`src/rtl/lane_note_scroller.sv`:
```
// lane_note_scroller: N-lane scrolling note track with hit scoring and pixel render.
// Ports: clk_i/rst_i (sync, active-high), en_i, step_i, spawn_i, btn_i, x_i, y_i,
//   lane_pix_o, zone_pix_o, hit_o, miss_o, bad_o, hit_cnt_o, miss_cnt_o.
module lane_note_scroller #(
  parameter int NUM_LANES  = 4,
  parameter int TRACK_LEN  = 640,
  parameter int NOTE_LEN   = 32,
  parameter int HIT_LO     = 600,
  parameter int HIT_HI     = 639,
  parameter int LANE_Y0    = 0,
  parameter int LANE_PITCH = 142,
  parameter int LANE_WIDTH = 18,
  parameter logic [15:0] LFSR_SEED = 16'hACE1
) (
  input  logic                 clk_i,
  input  logic                 rst_i,
  input  logic                 en_i,
  input  logic                 step_i,
  input  logic                 spawn_i,
  input  logic [NUM_LANES-1:0] btn_i,
  input  logic [9:0]           x_i,
  input  logic [8:0]           y_i,
  output logic [NUM_LANES-1:0] lane_pix_o,
  output logic                 zone_pix_o,
  output logic [NUM_LANES-1:0] hit_o,
  output logic [NUM_LANES-1:0] miss_o,
  output logic [NUM_LANES-1:0] bad_o,
  output logic [15:0]          hit_cnt_o,
  output logic [15:0]          miss_cnt_o
);

  localparam int RW = $clog2(NOTE_LEN + 1);
  localparam int XW = $clog2(TRACK_LEN);
  localparam logic [15:0] SEED = (LFSR_SEED == 16'd0) ? 16'd1 : LFSR_SEED;

  function automatic logic [TRACK_LEN-1:0] win_mask();
    logic [TRACK_LEN-1:0] m;
    m = '0;
    for (int i = HIT_LO; i <= HIT_HI; i++) m[i] = 1'b1;
    return m;
  endfunction

  localparam logic [TRACK_LEN-1:0] WIN = win_mask();

  logic [TRACK_LEN-1:0] r_track [NUM_LANES];
  logic [RW-1:0]        r_run   [NUM_LANES];
  logic [NUM_LANES-1:0] r_btn_q;
  logic [NUM_LANES-1:0] r_last;
  logic [15:0]          r_lfsr;
  logic [NUM_LANES-1:0] r_hit;
  logic [NUM_LANES-1:0] r_miss;
  logic [NUM_LANES-1:0] r_bad;
  logic [15:0]          r_hit_cnt;
  logic [15:0]          r_miss_cnt;
  logic [NUM_LANES-1:0] r_lane_pix;
  logic                 r_zone_pix;

  logic [TRACK_LEN-1:0] w_trk_c [NUM_LANES];
  logic [TRACK_LEN-1:0] w_trk_n [NUM_LANES];
  logic [RW-1:0]        w_run_n [NUM_LANES];
  logic [15:0]          w_lfsr_n;
  int                   w_sl;
  logic [NUM_LANES-1:0] w_rise;
  logic [NUM_LANES-1:0] w_hit;
  logic [NUM_LANES-1:0] w_bad;
  logic [NUM_LANES-1:0] w_out;
  logic [NUM_LANES-1:0] w_miss;
  logic [NUM_LANES-1:0] w_last_n;
  int                   w_nh;
  int                   w_nm;
  logic [16:0]          w_hsum;
  logic [16:0]          w_msum;
  logic [NUM_LANES-1:0] w_band;
  logic [NUM_LANES-1:0] w_lpix;
  logic                 w_xin;
  logic [XW-1:0]        w_xidx;

  always_comb begin
    // Galois right-shift form of x^16+x^14+x^13+x^11+1
    w_lfsr_n = {1'b0, r_lfsr[15:1]} ^ (r_lfsr[0] ? 16'hB400 : 16'h0000);
    w_sl     = int'(r_lfsr[7:0]) % NUM_LANES;
    w_rise   = btn_i & ~r_btn_q;
    w_nh     = 0;
    w_nm     = 0;
    for (int l = 0; l < NUM_LANES; l++) begin
      w_hit[l]   = w_rise[l] & (|(r_track[l] & WIN));
      w_bad[l]   = w_rise[l] & ~(|(r_track[l] & WIN));
      // a hit clears the window before the shift and miss check see it
      w_trk_c[l] = w_hit[l] ? (r_track[l] & ~WIN) : r_track[l];
      w_out[l]   = w_trk_c[l][TRACK_LEN-1];
      w_miss[l]  = step_i & w_out[l] & ~r_last[l];
      w_last_n[l] = step_i ? w_out[l] : r_last[l];
      w_trk_n[l] = step_i ? {w_trk_c[l][TRACK_LEN-2:0], r_run[l] != '0}
                          : w_trk_c[l];
      w_run_n[l] = r_run[l];
      if (step_i && r_run[l] != '0) w_run_n[l] = r_run[l] - 1'b1;
      if (spawn_i && l == w_sl && r_run[l] == '0)
        w_run_n[l] = RW'(NOTE_LEN);
      w_nh = w_nh + int'(w_hit[l]);
      w_nm = w_nm + int'(w_miss[l]);
    end
    w_hsum = {1'b0, r_hit_cnt} + 17'(w_nh);
    w_msum = {1'b0, r_miss_cnt} + 17'(w_nm);
  end

  always_comb begin
    w_xin  = int'(x_i) < TRACK_LEN;
    w_xidx = x_i[XW-1:0];
    for (int l = 0; l < NUM_LANES; l++) begin
      w_band[l] = (int'(y_i) >= LANE_Y0 + l * LANE_PITCH) &&
                  (int'(y_i) <  LANE_Y0 + l * LANE_PITCH + LANE_WIDTH);
      w_lpix[l] = w_band[l] & w_xin & r_track[l][w_xidx];
    end
  end

  always_ff @(posedge clk_i) begin
    if (rst_i) begin
      for (int l = 0; l < NUM_LANES; l++) begin
        r_track[l] <= '0;
        r_run[l]   <= '0;
      end
      r_btn_q    <= '0;
      r_last     <= '0;
      r_lfsr     <= SEED;
      r_hit      <= '0;
      r_miss     <= '0;
      r_bad      <= '0;
      r_hit_cnt  <= '0;
      r_miss_cnt <= '0;
      r_lane_pix <= '0;
      r_zone_pix <= 1'b0;
    end else begin
      // tracked while frozen so re-enable sees no false edge
      r_btn_q    <= btn_i;
      r_lane_pix <= w_lpix;
      r_zone_pix <= (int'(x_i) >= HIT_LO) && (int'(x_i) <= HIT_HI) &&
                    (|w_band);
      r_hit      <= en_i ? w_hit  : '0;
      r_miss     <= en_i ? w_miss : '0;
      r_bad      <= en_i ? w_bad  : '0;
      if (en_i) begin
        for (int l = 0; l < NUM_LANES; l++) begin
          r_track[l] <= w_trk_n[l];
          r_run[l]   <= w_run_n[l];
        end
        r_last     <= w_last_n;
        r_lfsr     <= w_lfsr_n;
        r_hit_cnt  <= w_hsum[16] ? 16'hFFFF : w_hsum[15:0];
        r_miss_cnt <= w_msum[16] ? 16'hFFFF : w_msum[15:0];
      end
    end
  end

  assign lane_pix_o = r_lane_pix;
  assign zone_pix_o = r_zone_pix;
  assign hit_o      = r_hit;
  assign miss_o     = r_miss;
  assign bad_o      = r_bad;
  assign hit_cnt_o  = r_hit_cnt;
  assign miss_cnt_o = r_miss_cnt;

endmodule
```
`config.mk`:
```
export PLATFORM = sky130hd
export DESIGN_NAME = lane_note_scroller
export DESIGN_NICKNAME = d
export VERILOG_FILES = /design/src/rtl/lane_note_scroller.sv
export SDC_FILE = /design/constraint.sdc
export NUM_CORES = 2
export LEC_CHECK = 0
export CAP_MARGIN = 20
export CELL_PAD_IN_SITES_DETAIL_PLACEMENT = 1
export CELL_PAD_IN_SITES_GLOBAL_PLACEMENT = 1
export CORE_MARGIN = 3
export CORE_UTILIZATION = 57
export CTS_BUF_LIST = sky130_fd_sc_hd__clkbuf_8 sky130_fd_sc_hd__clkbuf_16
export DETAILED_ROUTE_END_ITERATION = 10
export PLACE_DENSITY_LB_ADDON = 0.05
export SLEW_MARGIN = 15
export SYNTH_ARGS = -nofsm -noshare
export SYNTH_HDL_FRONTEND = slang
export SYNTH_SLANG_ARGS = --single-unit
export TNS_END_PERCENT = 5
```
`constraint.sdc`:
```
create_clock -name clk_i -period 93.4 [get_ports clk_i]
set_input_delay 18.68 -clock clk_i [delete_from_list [all_inputs] [get_ports clk_i]]
set_output_delay 18.68 -clock clk_i [all_outputs]
set_load 0.02 [all_outputs]
```
==> results <==
- The run finished with clean final reports.
- The floorplan die area is 216,600 µm².
- Of the available clock period, the critical path in the final layout requires 0.2624.
- The site row count is approximately 170.
- Yosys printed 0 warnings.
- Dividing the synthesized area by the synthesized cell count gives between 15 and 20 µm².
- The signal on the critical path passes through clkdlybuf4s50_1 -> buf_4 -> a21oi_1 -> inv_8 -> buf_12 -> buf_4 -> buf_4 -> buf_4 -> buf_12 -> buf_4.
- In the final layout, the share of cells above drive strength 1 is 0.1565.
- The worst setup path is launched from an input port.
- By startpoint and endpoint, the worst setup path is classified as input port to register.
- For this design the static power due to leakage is 48.33 nW.
- The count of final max-slew check failures came to 0.
- The port buffer count is 75.
- The CTS tree is built.
- The detailed-route DRC error count is 0.
- The completed layout was analyzed and its total power is between 0.002 and 0.003 W.
- The number of maximum-capacitance violations is 0.
- Summed over all layers, the global routing overflow is 0.
- In this design, the stage delay of the slowest critical-path cell is just over 0.9 ns.
- At the pin with the least slew margin, the transition time is approximately 1.2 ns.
- VDD sags by at most ~0.000019 V.
- Summed over all layers, the routed wires come to ~280 mm.
- In this design, the largest share of critical-path delay is due to buffers and inverters.
- The wire length of the first global-routing pass is 437.1 mm.
- Of all cell types, the one taking the most synthesized area is sky130_fd_sc_hd__edfxtp_1.
- At the worst endpoint, the required time is 93.93 ns.
- In this run the critical register-to-register path is captured at miss_cnt_o[13].
- The minimum clock period is about 25 ns.
- Detailed routing inserted a total of 66,000 vias.
- After the last flow step, the layout net total stands at ~7,600.
- The path class of the tightest hold or removal check is register to register.
- For this run, the register share of the synthesized area comes to 0.6571.
- The number of enable flip-flop cells after synthesis is ~2,600.
- After synthesis the cells add up to between 100,000 and 150,000 µm².
- The worst reg-to-reg path cell count is 16.
- The number of detailed-route iterations in the first pass is 5.
- In the global route stage, overall resource usage came out at 0.2612.
- The post-CTS setup repair buffer count is 0.
- The routed wire length per instance is between 20 and 30 µm.
- The final count of negative-setup-slack endpoints is 0.
- On the critical path, the stage with the largest delay is an instance of sky130_fd_sc_hd__buf_4.
- The arrival time of the worst setup path is between 20 and 30 ns.
- The reg2reg setup slack is 88.38 ns.
- The number of buffers and inverters on the critical path is 9.
- The worst setup path is captured at a register.
- The count of endpoints failing hold in the final timing report came to 0.
- In this run, post-CTS repair resized a total of 0 instances.
- The area fraction of the dominant cell type after synthesis is 0.6450.
- The dominant register cell in the synthesized netlist is sky130_fd_sc_hd__edfxtp_1.
- The final estimated routing congestion in global placement is around 0.77.
- Clock-pin slew was measured on the worst setup and hold paths at ~0.06 ns.
- After technology mapping, the gate count stands at roughly 7,500.
- The antenna violation net count after detailed routing is 0.
- In this run the clock root is driven by a sky130_fd_sc_hd__clkbuf_16.
- The largest fanout of any net on the critical path is around 160.
- The worst-case clock skew is approximately 0.029 ns.
- The hold buffer count at cts is 0.
- The mean number of vias per cell is ~6.3.
- The cell occurring most often along the worst timing path is sky130_fd_sc_hd__buf_4.
- The highest attainable clock frequency is a little over 40 MHz.
- In the post-synthesis netlist, the biggest area contributors are sky130_fd_sc_hd__edfxtp_1 64%, sky130_fd_sc_hd__and2_1 13%, sky130_fd_sc_hd__mux4_2 12%.
- The H-tree generated during clock tree synthesis spans 5 levels.
- Setup total negative slack on the finished layout was measured at 0 ns.
- In the synthesized netlist the async set-or-reset flop fraction comes to 0.
- The floorplan core area is 209,800 µm².
- The clock buffer count from CTS is 299.
- The initial antenna violation count is 11.
- The number of global-route vias before repair came to slightly below 70,000.
- The floorplan step set the die height to around 470 µm.
- Measured against its own limit, the worst slew margin works out to 0.2177.
- The number of top-level design ports is between 70 and 80.
- The horizontal die dimension is about 470 µm.
- The total power divided by cell area is 20.37 nW/µm².
- The clock insertion delay at the later pin of the skew report is approximately 0.93 ns.
- The maximum buffer depth of the clock tree is 4.
- Relative to the synthesized area, the layout overhead comes to 9.699%.
- Detailed placement finished with a half-perimeter wire length of 165.0 mm.
- Yosys mapped the design onto 77 distinct sky130hd cell types.
- The worst hold endpoint is miss_o[1].
- The worst register-to-register path begins at r_track[0][606].
- For this configuration, the core starts out at a cell density of 0.5735.
- The net count after synthesis is around 7,600.
- The synthesized flop and latch total is 2,657.
- Entering global routing, the biggest net connects 299 pins.
- Along the worst hold path, the cell count comes to 1.
- The startpoint identified for the worst hold timing path is r_last[1].
- The clock net in this run drives a total of around 2,700 sinks.
- Setup repair after global routing left no endpoint under its margin.
- In this run, the number of DRC markers left after iteration 0 of detailed routing was around 6,500.
-- layout by cell type, fill, tap and decap left out, types with 11 or more instances in the layout --
cell type | synthesis | final
sky130_fd_sc_hd__edfxtp_1 | 2584 | 2584
sky130_fd_sc_hd__and2_1 | 2412 | 2411
sky130_fd_sc_hd__mux4_2 | 646 | 646
sky130_fd_sc_hd__clkbuf_16 | 0 | 303
sky130_fd_sc_hd__a22o_1 | 159 | 159
sky130_fd_sc_hd__mux2i_1 | 157 | 157
sky130_fd_sc_hd__buf_4 | 55 | 128
sky130_fd_sc_hd__nand2_1 | 111 | 111
sky130_fd_sc_hd__nor2_1 | 120 | 111
sky130_fd_sc_hd__inv_1 | 23 | 99
sky130_fd_sc_hd__a22oi_1 | 89 | 89
sky130_fd_sc_hd__a21oi_1 | 85 | 85
sky130_fd_sc_hd__dfxtp_1 | 73 | 73
sky130_fd_sc_hd__clkdlybuf4s50_1 | 0 | 67
sky130_fd_sc_hd__clkinv_1 | 0 | 64
sky130_fd_sc_hd__nand3_1 | 54 | 54
sky130_fd_sc_hd__nor3_1 | 57 | 52
sky130_fd_sc_hd__nor4_1 | 46 | 44
sky130_fd_sc_hd__clkinv_2 | 0 | 42
sky130_fd_sc_hd__nand4_1 | 32 | 32
sky130_fd_sc_hd__o21ai_0 | 27 | 26
sky130_fd_sc_hd__nor2b_1 | 31 | 26
sky130_fd_sc_hd__xor2_1 | 24 | 24
sky130_fd_sc_hd__o221ai_1 | 23 | 23
sky130_fd_sc_hd__o22ai_1 | 20 | 20
sky130_fd_sc_hd__a221oi_1 | 16 | 16
sky130_fd_sc_hd__nand2b_1 | 14 | 14
sky130_fd_sc_hd__xnor2_1 | 14 | 14
sky130_fd_sc_hd__o211ai_1 | 13 | 13
sky130_fd_sc_hd__a211o_1 | 12 | 12
sky130_fd_sc_hd__mux2_2 | 12 | 12
sky130_fd_sc_hd__nand3b_1 | 11 | 11
sky130_fd_sc_hd__a211oi_1 | 11 | 11
sky130_fd_sc_hd__buf_12 | 1 | 11
-- kinds of logic (layout without fill, tap and decap cells) --
| family | Yosys count | count (layout) | synth area share |
|---|---|---|---|
| other cells | 0 | 5 | 0 |
| compound gates | 528 | 528 | 0.03301 |
| buf+inv | 569 | 750 | 0.02326 |
| mux | 815 | 815 | 0.1351 |
| fa+ha+maj | 15 | 15 | 0.001934 |
| flops | 2657 | 2657 | 0.6571 |
| xor+xnor | 38 | 38 | 0.002766 |
| simple gates | 2927 | 2927 | 0.1468 |
-- worst max path at each step --
stage,end,startpoint,slack (ns),cells after the start
floorplan,r_track[0][0],en_i,25.40,4
global route,r_track[3][383],en_i,68.48,10
CTS,r_track[2][409],en_i,68.82,9
finish,r_track[2][409],en_i,68.90,10
detailed placement,r_track[0][491],en_i,67.85,9
global placement,r_track[2][413],en_i,68.09,9
-- layer usage --
metal  track usage  share of wire  vias to the layer above
li1              -              -                    28440
met1        0.3904           0.45                    35520
met2        0.4139           0.48                     1605
met3       0.03266          0.047                      433
met4       0.06474          0.023                        0
met5             0              0                        -
-- cell type report --
type	count	area [µm²]
Clock inverter	199	1062
Sequential cell	2657	79060
Antenna cell	5	12.51
Tap cell	2805	3510
Inverter	24	108.9
Fill cell	18420	77800
Timing Repair Buffer	219	2039
Multi-Input combinational cell	4323	38540
Clock buffer	308	7651
-- synthesized netlist by cell type, types with 31 or more instances --
cell type and count:
sky130_fd_sc_hd__a21oi_1 85, sky130_fd_sc_hd__a22o_1 159, sky130_fd_sc_hd__a22oi_1 89, sky130_fd_sc_hd__and2_1 2412
sky130_fd_sc_hd__buf_2 55, sky130_fd_sc_hd__buf_4 55, sky130_fd_sc_hd__buf_6 45, sky130_fd_sc_hd__clkbuf_1 366
sky130_fd_sc_hd__dfxtp_1 73, sky130_fd_sc_hd__edfxtp_1 2584, sky130_fd_sc_hd__mux2i_1 157, sky130_fd_sc_hd__mux4_2 646
sky130_fd_sc_hd__nand2_1 111, sky130_fd_sc_hd__nand3_1 54, sky130_fd_sc_hd__nand4_1 32, sky130_fd_sc_hd__nor2_1 120
sky130_fd_sc_hd__nor2b_1 31, sky130_fd_sc_hd__nor3_1 57, sky130_fd_sc_hd__nor4_1 46
-- state kept, by name, summed over array words and instances, names as in the netlist --
signal	flops
hit_cnt_o	16
miss_cnt_o	16
bad_o	4
lane_pix_o	4
r_last	4
hit_o	4
r_btn_q	4
r_track	2560
r_run	24
r_lfsr	16
miss_o	4
zone_pix_o	1
-- metrics by stage --
step                hold WS [ns]  utilization  std cells  setup WS [ns]  area [µm²]
finish                    0.4584       0.6291      10540          68.90      132000
global placement          0.4380       0.5868      10020          68.09      123100
CTS                       0.4633       0.6284      10530          68.82      131800
detailed placement        0.4486       0.5869      10020          67.85      123100
floorplan                 0.4238            -       7549          25.40      120300
global route              0.4746       0.6291      10540          68.48      132000
-- where the power goes --
part | total (W) | internal (W) | switching, W
logic | 0.000184 | 0.0000762 | 0.000108
clock network | 0.00108 | 0.000612 | 0.000467
registers | 0.00142 | 0.00138 | 0.0000403
total | 0.00269 | 0.00207 | 0.000616
-- worst reg2reg max path, stage by stage (launching register included) --
cell                       delay (ns)
sky130_fd_sc_hd__edfxtp_1        0.45
sky130_fd_sc_hd__nor4_1          0.46
sky130_fd_sc_hd__nand4_1         0.16
sky130_fd_sc_hd__nor3_1          0.35
sky130_fd_sc_hd__nor3b_1         0.09
sky130_fd_sc_hd__buf_4           0.18
sky130_fd_sc_hd__nand2b_1        0.25
sky130_fd_sc_hd__nor2_1          0.14
sky130_fd_sc_hd__nand2_1         0.08
sky130_fd_sc_hd__fa_1            0.49
sky130_fd_sc_hd__fa_1            0.37
sky130_fd_sc_hd__inv_1           0.11
sky130_fd_sc_hd__fa_1            0.25
sky130_fd_sc_hd__nand2_1         0.08
sky130_fd_sc_hd__nor4_1          0.78
sky130_fd_sc_hd__nand2_1         0.44
sky130_fd_sc_hd__a21oi_1         0.25
Note: power is estimated with default switching activity, not from simulation.
